**src/rtl/mmio_bus_ctrl.sv**
```systemverilog
// Memory-mapped bus controller: decodes core accesses onto N base/mask slave
// regions with req/ack handshake, per-access timeout and sticky error capture.
module mmio_bus_ctrl #(
    parameter int DATA_WIDTH = 32,
    parameter int ADDR_WIDTH = 32,
    parameter int N_SLAVES   = 4,
    parameter logic [N_SLAVES*ADDR_WIDTH-1:0] BASE_ADDRS = {N_SLAVES{32'h0}},
    parameter logic [N_SLAVES*ADDR_WIDTH-1:0] ADDR_MASKS = {N_SLAVES{32'hFFFF_0000}},
    parameter int TIMEOUT    = 15
) (
    input  logic                           clk,
    input  logic                           rst,
    input  logic                           m_req,
    input  logic                           m_we,
    input  logic [ADDR_WIDTH-1:0]          m_addr,
    input  logic [DATA_WIDTH-1:0]          m_wdata,
    output logic [DATA_WIDTH-1:0]          m_rdata,
    output logic                           m_ready,
    output logic                           m_err,
    output logic [N_SLAVES-1:0]            s_sel,
    output logic                           s_we,
    output logic [ADDR_WIDTH-1:0]          s_addr,
    output logic [DATA_WIDTH-1:0]          s_wdata,
    input  logic [N_SLAVES*DATA_WIDTH-1:0] s_rdata,
    input  logic [N_SLAVES-1:0]            s_ack,
    output logic                           err_valid,
    output logic [ADDR_WIDTH-1:0]          err_addr,
    input  logic                           err_clr
);

    // state  | meaning
    // IDLE   | waiting for m_req; address decoded on request
    // ACCESS | one slave selected, waiting for its s_ack or the timeout
    // RESP   | m_ready pulse (m_err on decode miss or timeout)
    typedef enum logic [1:0] {
        IDLE   = 2'd0,
        ACCESS = 2'd1,
        RESP   = 2'd2
    } state_t;

    // Timeout is a down-counter holding the ACCESS cycles still allowed.
    localparam logic [7:0] TO_LOAD = 8'(TIMEOUT - 1);

    state_t                  state_q, state_d;
    logic [7:0]              cnt_q, cnt_d;
    logic [ADDR_WIDTH-1:0]   req_addr_q, req_addr_d;
    logic [N_SLAVES-1:0]     sel_d;
    logic                    we_d;
    logic [ADDR_WIDTH-1:0]   saddr_d;
    logic [DATA_WIDTH-1:0]   swdata_d;
    logic [DATA_WIDTH-1:0]   rdata_d;
    logic                    ready_d;
    logic                    merr_d;
    logic                    err_valid_d;
    logic [ADDR_WIDTH-1:0]   err_addr_d;
    logic                    new_err;
    logic [ADDR_WIDTH-1:0]   new_err_addr;

    logic [ADDR_WIDTH-1:0]   region_mask [N_SLAVES];
    logic [ADDR_WIDTH-1:0]   region_base [N_SLAVES];
    logic [DATA_WIDTH-1:0]   slave_rdata [N_SLAVES];

    logic                    hit;
    logic [N_SLAVES-1:0]     hit_sel;
    logic [ADDR_WIDTH-1:0]   hit_off;
    logic [DATA_WIDTH-1:0]   sel_rdata;
    logic                    ack_sel;

    for (genvar g = 0; g < N_SLAVES; g++) begin : g_slice
        assign region_mask[g] = ADDR_MASKS[g*ADDR_WIDTH +: ADDR_WIDTH];
        assign region_base[g] = BASE_ADDRS[g*ADDR_WIDTH +: ADDR_WIDTH] & region_mask[g];
        assign slave_rdata[g] = s_rdata[g*DATA_WIDTH +: DATA_WIDTH];
    end

    // Scan from the top so the lowest matching index is the last to win.
    always_comb begin
        hit     = 1'b0;
        hit_sel = '0;
        hit_off = '0;
        for (int i = N_SLAVES - 1; i >= 0; i--) begin
            if ((m_addr & region_mask[i]) == region_base[i]) begin
                hit        = 1'b1;
                hit_sel    = '0;
                hit_sel[i] = 1'b1;
                hit_off    = m_addr & ~region_mask[i];
            end
        end
    end

    always_comb begin
        sel_rdata = '0;
        for (int i = 0; i < N_SLAVES; i++) begin
            if (s_sel[i]) begin
                sel_rdata = sel_rdata | slave_rdata[i];
            end
        end
    end

    assign ack_sel = |(s_ack & s_sel);

    always_comb begin
        state_d      = state_q;
        cnt_d        = cnt_q;
        req_addr_d   = req_addr_q;
        sel_d        = s_sel;
        we_d         = s_we;
        saddr_d      = s_addr;
        swdata_d     = s_wdata;
        rdata_d      = m_rdata;
        ready_d      = 1'b0;
        merr_d       = 1'b0;
        new_err      = 1'b0;
        new_err_addr = '0;

        case (state_q)
            IDLE: begin
                if (m_req) begin
                    req_addr_d = m_addr;
                    if (hit) begin
                        state_d  = ACCESS;
                        sel_d    = hit_sel;
                        we_d     = m_we;
                        saddr_d  = hit_off;
                        swdata_d = m_wdata;
                        cnt_d    = TO_LOAD;
                    end else begin
                        state_d      = RESP;
                        ready_d      = 1'b1;
                        merr_d       = 1'b1;
                        new_err      = 1'b1;
                        new_err_addr = m_addr;
                        if (!m_we) begin
                            rdata_d = '0;
                        end
                    end
                end
            end
            ACCESS: begin
                // An ack in the last allowed cycle still completes normally.
                if (ack_sel) begin
                    if (!s_we) begin
                        rdata_d = sel_rdata;
                    end
                    sel_d   = '0;
                    we_d    = 1'b0;
                    state_d = RESP;
                    ready_d = 1'b1;
                end else if (cnt_q == 8'd0) begin
                    if (!s_we) begin
                        rdata_d = '0;
                    end
                    sel_d        = '0;
                    we_d         = 1'b0;
                    state_d      = RESP;
                    ready_d      = 1'b1;
                    merr_d       = 1'b1;
                    new_err      = 1'b1;
                    new_err_addr = req_addr_q;
                end else begin
                    cnt_d = cnt_q - 8'd1;
                end
            end
            RESP: begin
                state_d = IDLE;
            end
            default: begin
                state_d = IDLE;
            end
        endcase

        // A clear that coincides with a new error keeps the new one.
        err_valid_d = err_valid;
        err_addr_d  = err_addr;
        if (new_err && (err_clr || !err_valid)) begin
            err_valid_d = 1'b1;
            err_addr_d  = new_err_addr;
        end else if (err_clr) begin
            err_valid_d = 1'b0;
            err_addr_d  = '0;
        end
    end

    always_ff @(posedge clk) begin
        if (rst) begin
            state_q    <= IDLE;
            cnt_q      <= '0;
            req_addr_q <= '0;
            s_sel      <= '0;
            s_we       <= 1'b0;
            s_addr     <= '0;
            s_wdata    <= '0;
            m_rdata    <= '0;
            m_ready    <= 1'b0;
            m_err      <= 1'b0;
            err_valid  <= 1'b0;
            err_addr   <= '0;
        end else begin
            state_q    <= state_d;
            cnt_q      <= cnt_d;
            req_addr_q <= req_addr_d;
            s_sel      <= sel_d;
            s_we       <= we_d;
            s_addr     <= saddr_d;
            s_wdata    <= swdata_d;
            m_rdata    <= rdata_d;
            m_ready    <= ready_d;
            m_err      <= merr_d;
            err_valid  <= err_valid_d;
            err_addr   <= err_addr_d;
        end
    end

endmodule

```
**config.mk**
```make
export PLATFORM = sky130hd
export DESIGN_NAME = mmio_bus_ctrl
export DESIGN_NICKNAME = d
export VERILOG_FILES = /design/src/rtl/mmio_bus_ctrl.sv
export SDC_FILE = /design/constraint.sdc
export NUM_CORES = 1
export LEC_CHECK = 0
export ABC_AREA = 1
export BUFFER_PORTS_ARGS = -buffer_cell sky130_fd_sc_hd__buf_2
export CAP_MARGIN = 10
export CORE_MARGIN = 2
export CORE_UTILIZATION = 30
export CTS_CLUSTER_DIAMETER = 200
export DETAILED_ROUTE_END_ITERATION = 10
export GPL_TIMING_DRIVEN = 0
export PLACE_DENSITY_LB_ADDON = 0.08
export SKIP_CTS_REPAIR_TIMING = 1
export SYNTH_ARGS = -nofsm -noshare
export SYNTH_HDL_FRONTEND = slang
export SYNTH_SLANG_ARGS = --single-unit
export TNS_END_PERCENT = 100
```
**constraint.sdc**
```tcl
create_clock -name clk -period 3.69 [get_ports clk]
set_clock_uncertainty 0.05 [all_clocks]
set_input_delay 0.5535 -clock clk [delete_from_list [all_inputs] [get_ports clk]]
set_output_delay 0.5535 -clock clk [all_outputs]
set_load 0.02 [all_outputs]
```
==> results of run 1 <==
## per-stage QoR
step	cell area [µm²]	setup slack [ns]	cells
after floorplan	6681	1.960	901
after global placement	8118	1.291	1398
after detailed placement	8118	1.300	1398
after CTS	8736	1.676	1430
after global routing	8736	1.466	1430
final	8736	1.684	1430
## how the worst min path moves through the flow
stage / startpoint / to / slack [ns] / cells past startpoint
floorplan: req_addr_q[0]$_SDFFE_PP0P_ / req_addr_q[0]$_SDFFE_PP0P_ / 0.39 / 2
global placement: req_addr_q[10]$_SDFFE_PP0P_ / req_addr_q[10]$_SDFFE_PP0P_ / 0.40 / 2
detailed placement: req_addr_q[25]$_SDFFE_PP0P_ / req_addr_q[25]$_SDFFE_PP0P_ / 0.40 / 2
CTS: s_rdata[18] / m_rdata[18]$_SDFFE_PP0P_ / 0.28 / 3
global route: s_rdata[25] / m_rdata[25]$_SDFFE_PP0P_ / 0.29 / 3
finish: s_rdata[19] / m_rdata[19]$_SDFFE_PP0P_ / 0.30 / 3
## flip-flops by register name, summed over array words and instances, names as in the netlist
register	cells
s_addr	16
err_valid	1
err_addr	32
m_ready	1
s_we	1
s_sel	1
m_rdata	32
m_err	1
state_q	2
s_wdata	32
req_addr_q	32
cnt_q	8
## power by group through the flow
stage | registers, mW | logic (mW) | clock network [mW]
2_1_floorplan | 1.87 | 0.209 | 0
3_3_place_gp | 1.83 | 0.408 | 0
3_5_place_dp | 1.83 | 0.408 | 0
4_1_cts | 1.80 | 0.409 | 1.93
5_1_grt | 1.80 | 0.451 | 2.00
6_report | 1.80 | 0.405 | 1.87
## worst min-delay path, cell delays in order
cell	delay, ns
buf_2	0.08
a21oi_1	0.05
nor2_1	0.07
## kinds of logic after synthesis
logic type	synth area share [%]
buffers and inverters	8.134
AO/OA/AOI/OAI	14.70
adder cells (fa/ha/maj)	0.1891
XOR/XNOR	0.1324
flip-flops	48.13
other	0.05670
AND/OR/NAND/NOR	28.66
## routing by layer
layer	track usage (%)	share of wire, %
met1	24.28	49
met2	25.89	43
met3	5.887	7.2
met4	3.968	0.76
met5	0	0.054
## cell type report
cell class | instances | area, µm² | share of cell area, %
clock buffers | 18 | 439.2 | 5.027
multi-input cells | 641 | 2960 | 33.89
well taps | 280 | 350.3 | 4.010
inverters | 18 | 67.56 | 0.7734
clock inverters | 14 | 178.9 | 2.048
repair buffers | 217 | 1086 | 12.43
plain buffers | 83 | 470.5 | 5.385
flip-flops and latches | 159 | 3183 | 36.44
## synthesized netlist by cell type
| library cell | instances |
|---|---|
| o21ai_0 | 61 |
| conb_1 | 1 |
| buf_6 | 3 |
| nand2_4 | 5 |
| nand2_2 | 8 |
| nor2_1 | 150 |
| inv_2 | 5 |
| buf_4 | 31 |
| nand3b_1 | 1 |
| o21bai_1 | 2 |
| xor2_1 | 1 |
| or2_2 | 2 |
| clkbuf_1 | 29 |
| nor2_2 | 3 |
| o21ai_2 | 1 |
| inv_1 | 12 |
| a21oi_1 | 108 |
| o21ai_1 | 18 |
| ha_1 | 1 |
| dfxtp_1 | 159 |
| nand3_1 | 124 |
| nand2_1 | 128 |
| a31oi_1 | 2 |
| nand4_1 | 2 |
| buf_1 | 4 |
| nor2_4 | 3 |
| nor2_8 | 2 |
| buf_2 | 16 |
| clkinv_1 | 1 |
==> metrics, run 1 <==
outcome completed; ratio of cells with drive above 1 in the final layout 28.52%; share of the synthesized area in the top cell type 48.13%; via/cell ratio 4.599; CORE AREA 21,760 µm²; 1st-pass router iterations 5; Worst Hold Margin 0.2983 ns; Final setup viols 0; Worst EP required 3.93 ns; area growth from synthesis to layout 32.08%; Die Ht 152.5 µm; number of synthesized register bits 159; initial antenna violation count 1; commonest non-fill, non-tap cell in the layout buf_2; synthesized area per cell 7.490 µm²; CP Class flip-flop to flip-flop; Starting Density 30.40%; Final min period 2.006 ns; Die ar. 23,250 µm²; remaining antenna violation count after routing 0; top cells by area, synth dfxtp_1, nand3_1, nor2_1; dpl hpwl 14.93 mm; Remaining Overflow, GRT 0; Leak 4.058 nW; Cell Rows 54; Critical Path Stages 10; Syn Inst Count 883; crit-path leading delay family simple AND/OR/NAND/NOR gates; Distinct cells, synth 29; Filler cells 2,410; Final Hold Vio Count 0; largest net degree at the start of global routing 17; # IOs 337; clk_lat worst skew 0.42 ns; final net count 1,339; Critical Path AT 2.25 ns; most frequent cells in the layout buf_2, dfxtp_1, nor2_1, nand2_1, nand3_1; yosys warns 0; setup repair after global routing missed its margin false; Comb power frac 9.9%; overall power 4.074 mW; H-Tree Depth 4; Int Power 3.017 mW; Post-Syn Area 6614 µm²; fmax 0.4984 GHz; clk buf depth 2; worst-path cell chain inv_1, ha_1, nand2_4, nor2_8, nand2_2, nand2_2, nor2_2, nand2_2, nand2_1, a21oi_1; CP Capture Type flip-flop; # Max-Cap Violations 0; Critical Path Start Type flip-flop; critical path endpoint cnt_q[4]$_SDFFE_PP0P_; GP Congestion 0.7461; r2r endpoint cnt_q[4]$_SDFFE_PP0P_; power per cell area 466.4 nW/µm²; Worst Tran Pin Value 0.5974 ns; root buffer cell clkbuf_16; CTS tree done; register share of total power 44.1%; Worst path max stage delay 0.36 ns; die width 152.5 µm; Max-Slew Margin vs Limit 60.17%; slowest cell on the critical path nor2_2; post-synthesis sequential area ratio 48.13%; total wire length 20.55 mm; Synth area leader dfxtp_1; crit path from cnt_q[0]$_SDFFE_PP0P_; first-pass GRT wire length 32.67 mm; Buf+Inv Stages, Crit Path 1; final core occ 40.15%; clock sinks 159; Slew Limit Fails 0; initial DRC count 331; DR vias 6,577; number of global-route vias before repair 6,082; Register-to-Register Path Depth 10; FF-to-FF Start cnt_q[0]$_SDFFE_PP0P_; sw frac 25.95%; Fin Setup TNS 0 ns; worst min path class input port to flip-flop; clk slew on worst S/H paths 0.07 ns; Clock Power Share 46.0%; number of port buffers 217; DRC 0; CP dominant cell by count nand2_2; # diodes 0; reg2reg setup slack 1.68 ns; TritonCTS Buffers 17; Avg WL per Cell 14.37 µm; Tot GR Track Use 17.35%; CP max FO 9; fin crit share 54.37%; Net Switching 1.057 mW; Peak VDD IR 0.0002629 V
(Power assumes the default switching activity.)
==> run 2, diff against run 1 <==
Clock period 3.69 ns to 2 ns, I/O delays scaled along.
==> run 2 against run 1 <==
Effect of this change: setup slack worse by 1.5 ns; sequential share of layout area down 0.15 points; via count up 0.27%; register-to-register slack worse by 1.5 ns; first-iteration DRC count up 4.5%; final area up 0.42%; hold slack worse by 0.26 ns; flip-flop and latch count unchanged; die area unchanged; clock power up 85%.
==> metrics, run 2 (synthesis gave the netlist of run 1 again) <==
TritonCTS Buffers 17 (unchanged); CP Capture Type flip-flop; total wire length 20.59 mm (+0.18%); die width 152.5 µm (unchanged); Starting Density 30.40% (unchanged); via/cell ratio 4.605 (+0.13%); Final Hold Vio Count 0 (unchanged); pre-CTS setup slack -0.1369 ns (-1.437 ns); fin crit share 92.13% (+38 points); 1st-pass router iterations 5 (unchanged); Die Ht 152.5 µm (unchanged); DRC 0 (unchanged); CP Class flip-flop to flip-flop; Slew Limit Fails 0 (unchanged); fin worst setup slack 0.1574 ns (-1.526 ns); initial antenna violation count 1 (unchanged); Max-Slew Margin vs Limit 59.09% (-1.1 points); CORE AREA 21,760 µm² (unchanged); H-Tree Depth 4 (unchanged); commonest non-fill, non-tap cell in the layout buf_2; fmax 0.5427 GHz (+8.9%); Final min period 1.843 ns (-0.1638 ns); CP max FO 10 (+1); Final setup viols 0 (unchanged); ratio of cells with drive above 1 in the final layout 28.91% (+0.38 points); most frequent cells in the layout buf_2, dfxtp_1, nor2_1, nand2_1, nand3_1; Peak VDD IR 0.0004893 V (+86%); first-pass GRT wire length 32.67 mm (unchanged); clk_lat worst skew 0.43 ns (about the same); FF-to-FF Start state_q[0]$_SDFFE_PP0P_; area growth from synthesis to layout 32.63%; root buffer cell clkbuf_16; Leak 4.077 nW (+0.47%); Die ar. 23,250 µm² (unchanged); setup repair after global routing missed its margin false; Critical Path Start Type flip-flop; largest net degree at the start of global routing 17 (unchanged); Avg WL per Cell 14.38 µm (about the same); CTS tree done; number of global-route vias before repair 6,082 (unchanged); Worst Hold Margin 0.04080 ns (-0.2575 ns); Critical Path AT 2.15 ns (-0.10 ns); # diodes 0 (unchanged); # IOs 337 (unchanged); final core occ 40.32% (+0.17 points); Hold Startpoint s_rdata[19]; Cell Rows 54 (unchanged); GP Congestion 0.7461 (unchanged); Worst Tran Pin Value 0.6137 ns (+0.01627 ns); clk slew on worst S/H paths 0.07 ns (about the same); Worst EP required 2.31 ns (-1.62 ns); Remaining Overflow, GRT 0 (unchanged); # Max-Cap Violations 0 (unchanged); crit path from state_q[0]$_SDFFE_PP0P_; number of port buffers 217 (unchanged); final net count 1,341 (+0.15%); dpl hpwl 14.93 mm (unchanged); Tot GR Track Use 17.35% (unchanged); power per cell area 857.2 nW/µm² (+84%); outcome completed; worst min path class input port to flip-flop; DR vias 6,595 (+0.27%); initial DRC count 346 (+4.5%); clk buf depth 2 (unchanged); clock sinks 159 (unchanged); remaining antenna violation count after routing 0 (unchanged)
[run 2: changes by cell type in the layout (fill, tap and decap cells not counted)]
cell      before  now
inv_1         12   11
buf_12         0    1
nor2_4         3    4
clkbuf_2       0    1
buf_4         31   32
ha_2           0    1
nor2_2         3    2
inv_2          5    6
ha_1           1    0
clkbuf_1      29   28
[run 2: stage by stage]
stage | setup TNS (ns) | total power, mW | instances | instance area (µm²)
after floorplan | 0 | 3.839 | 901 | 6681
after global placement | -1.899 | 4.137 | 1398 | 8118
after detailed placement | -1.907 | 4.136 | 1398 | 8118
after CTS | -0.06313 | 7.632 | 1430 | 8736
after global routing | 0 | 7.853 | 1432 | 8772
final | 0 | 7.519 | 1432 | 8772
[run 2: path summary, 6_finish.rpt]
kind	depth (start not counted)	slack [ns]	endpoint
worst max-delay path	8	0.16	err_addr[28]$_SDFFE_PP0P_
worst min-delay path	3	0.04	m_rdata[19]$_SDFFE_PP0P_
worst max register to register	8	0.16	err_addr[28]$_SDFFE_PP0P_
worst min register to register	2	0.41	req_addr_q[22]$_SDFFE_PP0P_
[run 2: power by group]
part	total (mW)	switching (mW)	leakage, nW	internal [mW]
sequential	3.31	0.0477	1.29	3.27
clock	3.46	1.43	0.305	2.03
combinational	0.748	0.474	2.48	0.275
[run 2: area by class of cell]
class | count | area, µm²
multi-input cells | 641 | 2968
plain buffers | 83 | 471.7
clock buffers | 18 | 439.2
inverters | 18 | 67.56
fillers | 2411 | 12980
repair buffers | 219 | 1114
clock inverters | 14 | 178.9
flip-flops and latches | 159 | 3183
well taps | 280 | 350.3
[run 2: critical path: stages, from the launching register on]
cell	delay, ns
dfxtp_1	0.30
inv_1	0.11
nand2_2	0.11
nor2_4	0.20
clkbuf_1	0.47
nand2_1	0.16
nand2_1	0.11
nand3_1	0.11
a21oi_1	0.17
[run 2: per-layer routing]
metal / global-route usage, % / vias to the layer above / routed length [µm]
li1: - / 3408 / -
met4: 3.968 / 2 / 157
met5: 0 / - / 11
met2: 25.89 / 188 / 8900
met3: 5.887 / 14 / 1554
met1: 24.28 / 2983 / 9969
==> run 3, diff against run 2 <==
Settings changed: GPL_TIMING_DRIVEN 0 to unset, SETUP_SLACK_MARGIN set to 0.4.
==> run 3 against run 2 <==
Effect of this change: setup slack improved by 0.20 ns; hold slack improved by 0.0081 ns; critical path depth rose by 2; critical path type unchanged; sequential power barely moved; register-to-register slack improved by 0.20 ns; count of clock-buffer cells in the layout rose by 3; fmax rose by 12%; largest power group is now registers; flip-flop and latch count did not move; first-iteration DRC count fell by 9.0%; via count rose by 1.1%; final cell count fell by 1.5%.
==> metrics, run 3 (synthesis gave the netlist of run 1 again) <==
DR vias 6,669 (+1.1%); slowest cell on the critical path dfxtp_2; die width 152.5 µm (unchanged); clk buf depth 2 (unchanged); largest net degree at the start of global routing 79 (+62); final net count 1,319 (-1.6%); reg2reg setup slack 0.36 ns (+0.20 ns); setup repair after global routing missed its margin true; fmax 0.6092 GHz (+12%); Hold Startpoint s_rdata[18]; DRC 0 (unchanged); commonest non-fill, non-tap cell in the layout buf_2; number of global-route vias before repair 6,110 (+0.46%); Worst Hold Depth 3 (unchanged); Critical Path AT 1.93 ns (-0.22 ns); Worst Tran Pin Value 0.9314 ns (+0.3177 ns); first-pass GRT wire length 31.84 mm (-2.5%); H-Tree Depth 4 (unchanged); TritonCTS Buffers 17 (unchanged); Cell Rows 54 (unchanged); power per cell area 778.1 nW/µm² (-9.2%); Max-Slew Margin vs Limit 37.91% (-21 points); Slew Limit Fails 0 (unchanged); total wire length 21.64 mm (+5.1%); clock sinks 159 (unchanged); Final setup viols 0 (unchanged); area growth from synthesis to layout 45.33%; clk slew on worst S/H paths 0.07 ns (about the same); Avg WL per Cell 15.35 µm (+6.7%); via/cell ratio 4.730 (+2.7%); 1st-pass router iterations 5 (unchanged); Final Non-Filler Cells 1,410 (-1.5%); # diodes 0 (unchanged); Hold Path Sink m_rdata[18]$_SDFFE_PP0P_; Critical Path Stages 10 (+2); Worst EP required 2.29 ns (-0.02 ns); # IOs 337 (unchanged); worst-path cell chain inv_2, ha_4, nand2_4, nor2_8, buf_12, nand2_8, nand2_8, clkbuf_16, nand3_1, a21oi_2; most frequent cells in the layout buf_2, dfxtp_1, nor2_1, nand2_1, nand3_1; dpl hpwl 12.93 mm (-13%); Final min period 1.641 ns (-0.2012 ns); fin crit share 82.07% (-10 points); Remaining Overflow, GRT 0 (unchanged); Post-Place Cells 1,348 (-3.6%); root buffer cell clkbuf_16; Register-to-Register Path Depth 10 (+2); Final Hold Vio Count 0 (unchanged); outcome completed; Starting Density 30.40% (unchanged); Filler cells 2,256 (-6.4%); ratio of cells with drive above 1 in the final layout 38.41% (+9.5 points); Peak VDD IR 0.0005064 V (+3.5%); r2r endpoint err_addr[11]$_SDFFE_PP0P_; # Max-Cap Violations 0 (unchanged); Leak 4.223 nW (+3.6%); Critical Path Start Type flip-flop; GP Congestion 0.6996 (-6.2%); worst min path class input port to flip-flop; FF-to-FF Start cnt_q[0]$_SDFFE_PP0P_; crit-path leading delay family simple AND/OR/NAND/NOR gates; Die ar. 23,250 µm² (unchanged); initial DRC count 315 (-9.0%); Worst Hold Margin 0.04888 ns (+0.008074 ns); crit path from cnt_q[0]$_SDFFE_PP0P_; number of port buffers 218 (+0.46%); remaining antenna violation count after routing 0 (unchanged); initial antenna violation count 0 (-1); CP Class flip-flop to flip-flop; final core occ 44.18% (+3.9 points); Tot GR Track Use 16.65% (-0.70 points); CP Capture Type flip-flop; CP max FO 6 (-4); Die Ht 152.5 µm (unchanged); CP dominant cell by count nand2_8; Buf+Inv Stages, Crit Path 3 (+1); Worst path max stage delay 0.32 ns (-0.15 ns); CORE AREA 21,760 µm² (unchanged); clk_lat worst skew 0.42 ns (about the same); CTS tree done
==> run 3: where the power goes <==
part	total [mW]	switching [mW]	internal (mW)
Sequential	3.32	0.0518	3.26
Combinational	0.856	0.542	0.314
Clock	3.31	1.39	1.92
==> run 3: worst max path at each step <==
stage	to	slack (ns)
floorplan	m_rdata[0]$_SDFFE_PP0P_	0.41
global placement	err_addr[16]$_SDFFE_PP0P_	0.02
detailed placement	err_addr[16]$_SDFFE_PP0P_	-0.008
CTS	err_addr[11]$_SDFFE_PP0P_	0.22
global route	err_addr[18]$_SDFFE_PP0P_	0.29
finish	err_addr[11]$_SDFFE_PP0P_	0.36
==> run 3: layout make-up <==
type | instances | area, µm² | area share (%)
multi-input cells | 645 | 3535 | 36.77
flip-flops and latches | 159 | 3194 | 33.23
repair buffers | 276 | 1856 | 19.30
clock buffers | 21 | 460.4 | 4.790
well taps | 280 | 350.3 | 3.645
clock inverters | 11 | 132.6 | 1.380
inverters | 18 | 83.83 | 0.8722
==> run 3: worst reg2reg max path, delay by kind of cell (launching register included) <==
kind,cells,cell delay [ns]
adder cells (fa/ha/maj),1,0.16
flip-flops,1,0.32
AND/OR/NAND/NOR,5,0.52
buffers and inverters,3,0.40
AO/OA/AOI/OAI,1,0.14
==> run 3: per-layer routing <==
layer | routed length (µm) | GRT usage, %
met2 | 9713 | 26.04
met5 | 0 | 0
met3 | 1431 | 5.119
met4 | 177 | 4.012
met1 | 10320 | 22.57
==> run 3: metrics by stage <==
step	power, mW	cell area [µm²]	worst slack (ns)	TNS (ns)
2_1_floorplan	3.839	6694	0.4063	0
3_3_place_gp	4.092	7980	0.01501	0
3_5_place_dp	4.094	7980	-0.007629	-0.03458
4_1_cts	7.416	8573	0.2213	0
5_1_grt	7.806	9612	0.2860	0
6_report	7.479	9612	0.3586	0
